### src/rtl/phase_meas_pkg.sv
// Shared state encoding and default parameters for the phase measurement sequencer.
package phase_meas_pkg;

    typedef enum logic [2:0] {
        IDLE,
        CLEAR,
        ARM,
        WAIT_A,
        WAIT_B,
        SETTLE,
        SAMPLE,
        FINISH
    } phase_meas_state_t;

    localparam int DEF_WIDTH         = 64;
    localparam int DEF_AVG_LOG2      = 2;
    localparam int DEF_TIMEOUT       = 50_000_000;
    localparam int DEF_CLR_CYCLES    = 4;
    localparam int DEF_SETTLE_CYCLES = 8;
    localparam int DEF_SYNC_STAGES   = 2;

endpackage

### src/rtl/phase_measure_ctrl_edge_sync.sv
// Multi-flop synchronizer for an asynchronous channel followed by a registered
// one-cycle rising-edge pulse; latency from raw edge to pulse is SYNC_STAGES+1.
module edge_sync
    import phase_meas_pkg::*;
#(
    parameter int SYNC_STAGES = DEF_SYNC_STAGES
) (
    input  logic sysClk,
    input  logic sysRst,
    input  logic din,
    output logic edgePulse
);

    logic [SYNC_STAGES-1:0] syncPipe;
    logic                   prevQ;

    // Flops reset low so a channel idling low cannot fake an edge after reset.
    always_ff @(posedge sysClk or posedge sysRst) begin
        if (sysRst) begin
            syncPipe  <= '0;
            prevQ     <= 1'b0;
            edgePulse <= 1'b0;
        end else begin
            syncPipe  <= {syncPipe[SYNC_STAGES-2:0], din};
            prevQ     <= syncPipe[SYNC_STAGES-1];
            edgePulse <= syncPipe[SYNC_STAGES-1] & ~prevQ;
        end
    end

endmodule

### src/rtl/phase_measure_ctrl.sv
// Sequencer for the two-channel phase detector: owns detector reset, collects
// 2^AVG_LOG2 CHA->CHB samples of diffCounter and publishes the truncated mean.
module phase_measure_ctrl
    import phase_meas_pkg::*;
#(
    parameter int WIDTH         = DEF_WIDTH,
    parameter int AVG_LOG2      = DEF_AVG_LOG2,
    parameter int TIMEOUT       = DEF_TIMEOUT,
    parameter int CLR_CYCLES    = DEF_CLR_CYCLES,
    parameter int SETTLE_CYCLES = DEF_SETTLE_CYCLES,
    parameter int SYNC_STAGES   = DEF_SYNC_STAGES
) (
    input  logic             sysClk,
    input  logic             sysRst,
    input  logic             start,
    input  logic             abort,
    input  logic             CHA,
    input  logic             CHB,
    input  logic [WIDTH-1:0] diffCounter,
    output logic             detRst,
    output logic             busy,
    output logic             done,
    output logic             timeout,
    output logic [WIDTH-1:0] phaseAvg
);

    localparam int ACC_W = WIDTH + AVG_LOG2;
    localparam int IDX_W = (AVG_LOG2 > 0) ? AVG_LOG2 : 1;
    localparam logic [IDX_W-1:0] LAST_IDX  = IDX_W'((1 << AVG_LOG2) - 1);
    localparam logic [31:0]      TO_LOAD   = 32'(TIMEOUT);
    localparam logic [31:0]      CLR_LOAD  = 32'(CLR_CYCLES - 1);
    localparam logic [31:0]      SETL_LOAD = 32'(SETTLE_CYCLES - 1);

    phase_meas_state_t state;
    logic [ACC_W-1:0]  acc;
    logic [ACC_W-1:0]  accSum;
    logic [IDX_W-1:0]  idx;
    logic [31:0]       cnt;
    logic              chaEdge;
    logic              chbEdge;

    edge_sync #(.SYNC_STAGES(SYNC_STAGES)) uSyncA (
        .sysClk    (sysClk),
        .sysRst    (sysRst),
        .din       (CHA),
        .edgePulse (chaEdge)
    );

    edge_sync #(.SYNC_STAGES(SYNC_STAGES)) uSyncB (
        .sysClk    (sysClk),
        .sysRst    (sysRst),
        .din       (CHB),
        .edgePulse (chbEdge)
    );

    assign accSum = acc + ACC_W'(diffCounter);

    // Outputs are registered alongside the state; done and phaseAvg are
    // loaded on the SAMPLE->FINISH step so they appear in the FINISH cycle.
    always_ff @(posedge sysClk or posedge sysRst) begin
        if (sysRst) begin
            state    <= IDLE;
            detRst   <= 1'b1;
            busy     <= 1'b0;
            done     <= 1'b0;
            timeout  <= 1'b0;
            phaseAvg <= '0;
            acc      <= '0;
            idx      <= '0;
            cnt      <= '0;
        end else begin
            done <= 1'b0;
            if (state != IDLE && abort) begin
                state  <= IDLE;
                busy   <= 1'b0;
                detRst <= 1'b1;
            end else begin
                case (state)
                    IDLE: begin
                        if (start && !abort) begin
                            state   <= CLEAR;
                            busy    <= 1'b1;
                            detRst  <= 1'b1;
                            acc     <= '0;
                            idx     <= '0;
                            timeout <= 1'b0;
                            cnt     <= CLR_LOAD;
                        end
                    end
                    CLEAR: begin
                        if (cnt == 32'd0) begin
                            state  <= ARM;
                            detRst <= 1'b0;
                        end else begin
                            cnt <= cnt - 32'd1;
                        end
                    end
                    ARM: begin
                        state <= WAIT_A;
                        cnt   <= TO_LOAD;
                    end
                    WAIT_A: begin
                        if (chaEdge) begin
                            state <= WAIT_B;
                            cnt   <= TO_LOAD;
                        end else if (cnt <= 32'd1) begin
                            state   <= IDLE;
                            busy    <= 1'b0;
                            detRst  <= 1'b1;
                            timeout <= 1'b1;
                        end else begin
                            cnt <= cnt - 32'd1;
                        end
                    end
                    WAIT_B: begin
                        if (chbEdge) begin
                            state <= SETTLE;
                            cnt   <= SETL_LOAD;
                        end else if (cnt <= 32'd1) begin
                            state   <= IDLE;
                            busy    <= 1'b0;
                            detRst  <= 1'b1;
                            timeout <= 1'b1;
                        end else begin
                            cnt <= cnt - 32'd1;
                        end
                    end
                    SETTLE: begin
                        if (cnt == 32'd0) begin
                            state <= SAMPLE;
                        end else begin
                            cnt <= cnt - 32'd1;
                        end
                    end
                    SAMPLE: begin
                        acc <= accSum;
                        if (idx == LAST_IDX) begin
                            state    <= FINISH;
                            detRst   <= 1'b1;
                            phaseAvg <= accSum[ACC_W-1:AVG_LOG2];
                            done     <= 1'b1;
                        end else begin
                            state <= WAIT_A;
                            idx   <= idx + IDX_W'(1);
                            cnt   <= TO_LOAD;
                        end
                    end
                    FINISH: begin
                        state <= IDLE;
                        busy  <= 1'b0;
                    end
                    default: begin
                        state  <= IDLE;
                        busy   <= 1'b0;
                        detRst <= 1'b1;
                    end
                endcase
            end
        end
    end

endmodule

### config.mk
export PLATFORM = sky130hd
export DESIGN_NAME = phase_measure_ctrl
export DESIGN_NICKNAME = d
export VERILOG_FILES = /design/src/rtl/phase_meas_pkg.sv /design/src/rtl/phase_measure_ctrl_edge_sync.sv /design/src/rtl/phase_measure_ctrl.sv
export SDC_FILE = /design/constraint.sdc
export NUM_CORES = 1
export LEC_CHECK = 0
export ABC_AREA = 1
export CAP_MARGIN = 0
export CORE_UTILIZATION = 55
export CTS_CLUSTER_DIAMETER = 40
export DETAILED_ROUTE_END_ITERATION = 10
export PLACE_DENSITY_LB_ADDON = 0.25
export SYNTH_ARGS = -nofsm -noshare
export SYNTH_HDL_FRONTEND = slang
export SYNTH_SLANG_ARGS = --single-unit
### constraint.sdc
create_clock -name sysClk -period 7.6 [get_ports sysClk]
set_input_delay 1.14 -clock sysClk [delete_from_list [all_inputs] [get_ports sysClk]]
set_output_delay 1.14 -clock sysClk [all_outputs]
set_load 0.005 [all_outputs]
==> results of run 1 <==
-- cell type report --
cell class | count | area [sq um]
fillers | 2256 | 8028
multi-input cells | 1602 | 7641
flip-flops and latches | 179 | 4481
repair buffers | 144 | 1424
inverters | 292 | 1101
clock buffers | 18 | 429.2
well taps | 319 | 399.1
clock inverters | 14 | 180.2
-- worst reg2reg max path: stages (launching register included) --
cell     delay, ns
dfrtp_1       0.45
inv_2         0.09
nor2_4        0.38
inv_2         0.19
nand3_4       0.26
o21ai_1       0.11
nor2_2        0.10
nand2_2       0.24
inv_2         0.58
nand2_2       0.36
a21oi_1       0.23
a21oi_1       0.06
-- stage by stage --
stage,hold slack (ns),setup WS [ns],total power (uW),area [sq um]
after detailed placement,0.3402,3.503,2468,15050
final,0.3579,3.892,3430,15660
after floorplan,0.3312,1.603,2141,13410
after CTS,0.3525,3.960,3411,15660
after global routing,0.3472,3.705,3641,15660
after global placement,0.3440,3.547,2437,15050
-- power by group through the flow --
stage,Combinational [uW],Clock [uW],Sequential (uW)
6_report,1370,944,1120
5_1_grt,1530,984,1130
4_1_cts,1340,952,1120
3_5_place_dp,1330,0,1130
3_3_place_gp,1310,0,1130
2_1_floorplan,1030,0,1110
-- logic make-up (layout without fill, tap and decap cells) --
| group | Yosys count | after routing | share of synthesized area |
|---|---|---|---|
| xor+xnor | 34 | 34 | 0.02221 |
| flops | 179 | 179 | 0.3342 |
| buf+inv | 332 | 468 | 0.09641 |
| compound gates | 250 | 250 | 0.09911 |
| fa+ha+maj | 68 | 68 | 0.06402 |
| simple gates | 1250 | 1250 | 0.3840 |
-- synth_stat cells, types with 18 or more instances --
cell type,instances,share of area
nor3_1,22,0.0082
a21oi_1,113,0.042
dfrtp_1,178,0.33
xor2_1,18,0.012
ha_1,67,0.063
nand2_1,802,0.22
nor2_1,190,0.053
o21ai_0,97,0.036
inv_1,283,0.079
nand3_1,170,0.063
nand3b_1,23,0.013
-- state kept, by name (all words and copies together) (netlist names), 2 cells and up --
register	flops
uSyncA.syncPipe	2
uSyncB.syncPipe	2
phaseAvg	64
cnt	32
idx	2
acc	66
state	3
-- metal layers --
| metal | vias up | part of all wire | track usage |
|---|---|---|---|
| met1 | 6478 | 0.44 | 0.4644 |
| met2 | 536 | 0.46 | 0.5877 |
| met4 | 0 | 0.041 | 0.1589 |
| met5 | - | 0 | 0 |
| li1 | 6931 | - | - |
| met3 | 95 | 0.063 | 0.05612 |
-- layout by cell type, fill, tap and decap left out, types with 3 or more instances in the layout --
master	count
nor3_1	22
nand4_1	15
nand2_1	801
inv_1	281
o21ai_1	9
a21oi_1	113
clkdlybuf4s50_1	137
inv_6	5
a31oi_1	7
xnor2_1	16
dfrtp_1	178
clkinv_8	4
nand3b_1	23
nand2_2	10
clkbuf_16	17
inv_2	10
nor2_2	4
o21bai_1	12
o21ai_0	97
xor2_1	18
buf_4	7
or2_2	5
nand3_1	170
ha_1	67
nor2_1	190
inv_8	3
-- worst max-delay path by stage --
stage / to / slack [ns] / depth (start not counted)
finish: phaseAvg[46]$_DFFE_PP0P_ / 3.89 / 18
global route: phaseAvg[58]$_DFFE_PP0P_ / 3.71 / 18
CTS: phaseAvg[46]$_DFFE_PP0P_ / 3.96 / 18
detailed placement: phaseAvg[46]$_DFFE_PP0P_ / 3.50 / 18
global placement: phaseAvg[46]$_DFFE_PP0P_ / 3.55 / 18
floorplan: acc[0]$_DFFE_PP0P_ / 1.60 / 1
==> metrics.yaml, run 1 <==
critical_path:
  worst_setup_path_end_kind: "flop"
  start_kind: "primary input"
  worstPathMaxFanout: 5
  worst_path_max_delay_cell: "clkdlybuf4s50_1"
  r2r_slack_ns: 4.46
  path_buf_inv: 3
  crit_arrival_ns: 4.05
  r2r_start: "state[0]$_DFFE_PP0P_"
  reg2regPathDepth: 11
  cp_common_cell: "nand2_1"
  max_stage_delay_ns: 0.50
  crit_family: "simple AND/OR/NAND/NOR gates"
  cp-startpoint: "diffCounter[0]"
  crit_chain: "clkdlybuf4s50_1, ha_1, inv_1, fa_1, inv_1, nand3_1, nand2_1, nand2_1, nand2_1, nand3_1, nand2_1, nand2_1, nand2_1, nand2_1, nand2_1, nand2_1, nand3_1, nand2_1"
  crit_required_ns: 7.94
  crit_type: "primary input to flop"
  crit-reg2reg-capture: "cnt[6]$_DFFE_PP0P_"
synth:
  synth_seq_area_share: 0.3342
  synth_edf_count: 0
  async_flop_share: 1.000
  ys_ff_latch: 179
  syn_avg_cell_area_sq_um: 6.345
  synth_flop_cell: "dfrtp_1"
  synth_nets: 2251
  synthCells: 2113
  mappedNetlistArea_sq_um: 13410
  ys_types: 42
  ys_warn_count: 0
power:
  vdd_drop_max_v: 0.0001570
  switching_share: 0.4419
  cellInternalPower_uw: 1914
  p_leak_uw: 0.008614
  seqPwrFrac: 0.326
  pwr-share-comb: 0.399
  powerDensity_nw_per_um2: 219.1
  p_clk_frac: 0.275
  p_sw_uw: 1516
grt:
  grt_usage: 0.3581
  grt_max_degree: 72
  grt_antenna_before_repair: 0
  grt_overflow_total: 0
  grt_pass1_wl_microns: 68500
  grt_pass1_vias: 13340
timing:
  fmax_ghz: 0.2697
  setup_violations: 0
  rsz0062_at_grt: "false"
  period_share: 0.4878
  slew_viol_final: 0
  tightest_slew_ns: 1.032
  timing.final.hold_violations: 0
  maxSlewHeadroom: 0.3109
  tns_ns: 0
  clock_skew_ns: 0.01502
  period_minus_slack_ns: 3.708
min_path:
  hp-start: "uSyncB.syncPipe[0]$_DFF_PP0_"
  hold_class: "flop to flop"
  hold_path_depth: 0
  hold-path-endpoint: "uSyncB.syncPipe[1]$_DFF_PP0_"
clocking:
  cts_max_level: 4
  post_cts_resized: 0
  clk_pin_slew_worst_paths_ns: 0.08
  cts_buffer_depth: 2
  clk_latency_ns: 0.45
  cts_tree: "done"
  cts_setup_buffers: 0
  root_buffer: "clkbuf_16"
  hold_buffers: 0
  cts.sinks: 179
  cts_buffers: 17
finish:
  antenna_cells: 0
  instances_no_fill: 2568
  areaGrowthSynthToFinish_pct: 16.77
  nNetsFinal: 2374
  final_core_util: 0.6610
  drive_gt1_frac: 0.03290
run_status:
  status: "completed"
route:
  drtAntennaViolNets: 0
  remaining_drc_errors: 0
  first_pass_iters: 8
  wl_microns: 43290
  drt_iter0_markers: 1305
  routedWlPerCell_microns: 16.86
  avgViaCountPerCell: 5.467
  num_vias: 14040
floorplan:
  io-pin-count: 138
  design.core.area_sq_um: 23680
  die_h_microns: 158.1
  start_util: 0.5661
  die-area_sq_um: 25000
  rows: 56
  die_w_microns: 158.1
place:
  port_buffers: 137
  placedCellCount: 2536
  gp_congestion: 0.9948
  dp_hpwl_microns: 33370
job:
  maxCapViolations: 0
Power figures use the tool's default switching activity.
==> run 2, diff against run 1 <==
--- a/config.mk
+++ b/config.mk
@@ -7,7 +7,7 @@
 export LEC_CHECK = 0
 export ABC_AREA = 1
 export CAP_MARGIN = 0
-export CORE_UTILIZATION = 55
+export CORE_UTILIZATION = 53
 export CTS_CLUSTER_DIAMETER = 40
 export DETAILED_ROUTE_END_ITERATION = 10
 export PLACE_DENSITY_LB_ADDON = 0.25
==> constraint.sdc (replaced) <==
create_clock -name sysClk -period 3.1 [get_ports sysClk]
set_input_delay 0.465 -clock sysClk [delete_from_list [all_inputs] [get_ports sysClk]]
set_output_delay 0.465 -clock sysClk [all_outputs]
set_load 0.005 [all_outputs]
==> metrics.yaml, run 2 (synthesized netlist as in run 1, its figures left out) <==
power:
  seqPwrFrac: 0.319
  vdd_drop_max_v: 0.0004555
  powerDensity_nw_per_um2: 538.2
  cellInternalPower_uw: 4885
  switching_share: 0.4311
  p_sw_uw: 3702
  pwr-share-comb: 0.409
  p_leak_uw: 0.008802
  p_clk_frac: 0.272
finish:
  layout_common_cells: "801 x nand2_1, 281 x inv_1, 190 x nor2_1, 178 x dfrtp_1, 170 x nand3_1"
  drive_gt1_frac: 0.04689
  reg_top3: "acc (66), phaseAvg (64), cnt (32)"
  antenna_cells: 0
  nNetsFinal: 2407
  areaGrowthSynthToFinish_pct: 19.00
  final_common_cell: "nand2_1"
  max_flop_register: "acc"
  largest_reg_flops: 66
timing:
  clock_skew_ns: 0.01802
  period_minus_slack_ns: 2.746
  timing.final.hold_violations: 0
  setup_violations: 0
  worst_slack_ns: 0.3540
  maxSlewHeadroom: 0.4016
  fmax_ghz: 0.3642
  tightest_slew_ns: 0.8976
  tns_ns: 0
  period_share: 0.8858
  rsz0062_at_grt: "false"
  slew_viol_final: 0
floorplan:
  die_w_microns: 161.0
  start_util: 0.5465
  io-pin-count: 138
  die-area_sq_um: 25940
  design.core.area_sq_um: 24530
  die_h_microns: 161.0
  rows: 57
critical_path:
  crit_required_ns: 3.43
  crit_arrival_ns: 3.08
  max_stage_delay_ns: 0.43
  cp_common_cell: "nand2_1"
  r2r_start: "acc[30]$_DFFE_PP0P_"
  r2r_slack_ns: 0.44
  crit_chain: "clkdlybuf4s50_1, ha_1, nand2_1, nor2_1, nand3_1, nor3_1, nand3b_1, nand3_1, buf_4, nand2_1, nand2_1, nand2_1, nand3_1, nand2_1"
  crit_type: "primary input to flop"
  worstSetupEndpoint: "phaseAvg[47]$_DFFE_PP0P_"
  reg2regPathDepth: 13
  cp-startpoint: "diffCounter[30]"
  start_kind: "primary input"
  worst_setup_path_end_kind: "flop"
  worst_path_max_delay_cell: "clkdlybuf4s50_1"
  worstPathMaxFanout: 4
  crit-reg2reg-capture: "phaseAvg[47]$_DFFE_PP0P_"
place:
  dp_slack_ns: -0.03321
  gp_congestion: 0.9675
  port_buffers: 137
  dp_hpwl_microns: 34000
job:
  maxCapViolations: 0
grt:
  grt_usage: 0.3386
  grt_pass1_vias: 13234
  grt_max_degree: 83
  grt_overflow_total: 0
  grt_pass1_wl_microns: 69040
  grt_antenna_before_repair: 0
clocking:
  cts_max_level: 4
  clk_latency_ns: 0.45
  cts_tree: "done"
  clk_pin_slew_worst_paths_ns: 0.08
  cts.sinks: 179
  cts_buffers: 17
  cts_setup_buffers: 0
  cts_buffer_depth: 2
  post_cts_resized: 0
  hold_buffers: 0
  root_buffer: "clkbuf_16"
route:
  first_pass_iters: 6
  remaining_drc_errors: 0
  routedWlPerCell_microns: 16.73
  drtAntennaViolNets: 0
  drt_iter0_markers: 1296
  avgViaCountPerCell: 5.387
  wl_microns: 43590
  num_vias: 14038
min_path:
  hold_class: "flop to flop"
  hp-start: "uSyncB.syncPipe[0]$_DFF_PP0_"
run_status:
  status: "completed"
run 2: how the worst min path moves through the flow:
stage	endpoint	slack, ns	depth (start not counted)
2_1_floorplan	uSyncA.syncPipe[1]$_DFF_PP0_	0.33	0
3_3_place_gp	uSyncB.syncPipe[1]$_DFF_PP0_	0.34	0
3_5_place_dp	uSyncB.syncPipe[1]$_DFF_PP0_	0.34	0
4_1_cts	uSyncB.syncPipe[1]$_DFF_PP0_	0.35	0
5_1_grt	uSyncB.syncPipe[1]$_DFF_PP0_	0.35	0
6_report	uSyncB.syncPipe[1]$_DFF_PP0_	0.35	0
run 2: per-layer routing:
layer | wire (microns) | global-route usage
met1 | 19350 | 0.4573
met2 | 19900 | 0.5535
met3 | 2854 | 0.05162
met4 | 1486 | 0.1154
met5 | 0 | 0
run 2: cell type report:
type	instances	area (sq um)
clock inverter	14	188.9
inverter	292	1100
timing repair buffer	177	1709
tap	324	405.4
clock buffer	18	429.2
fill	2359	8579
multi-input combinational	1602	7641
sequential	179	4481
run 2: power by group through the flow:
stage | clock network [uW] | registers, uW | logic (uW)
floorplan | 0 | 2730 | 2520
global placement | 0 | 2770 | 3360
detailed placement | 0 | 2780 | 3440
CTS | 2360 | 2730 | 3460
global route | 2430 | 2770 | 3890
finish | 2340 | 2740 | 3510
run 2: stage by stage:
stage / hold slack, ns / area, sq um / power [uW] / cells / utilization
after floorplan: 0.3312 / 13410 / 5249 / 2113 / -
after global placement: 0.3405 / 15340 / 6130 / 2574 / 0.6251
after detailed placement: 0.3370 / 15340 / 6222 / 2574 / 0.6251
after CTS: 0.3456 / 15950 / 8551 / 2606 / 0.6503
after global routing: 0.3532 / 15950 / 9093 / 2606 / 0.6503
final: 0.3462 / 15950 / 8587 / 2606 / 0.6503
run 2: critical path, delay by kind of cell:
family	cells	cell delay (ns)
AND/OR/NAND/NOR	11	1.59
buffers and inverters	2	0.62
adder cells (fa/ha/maj)	1	0.39
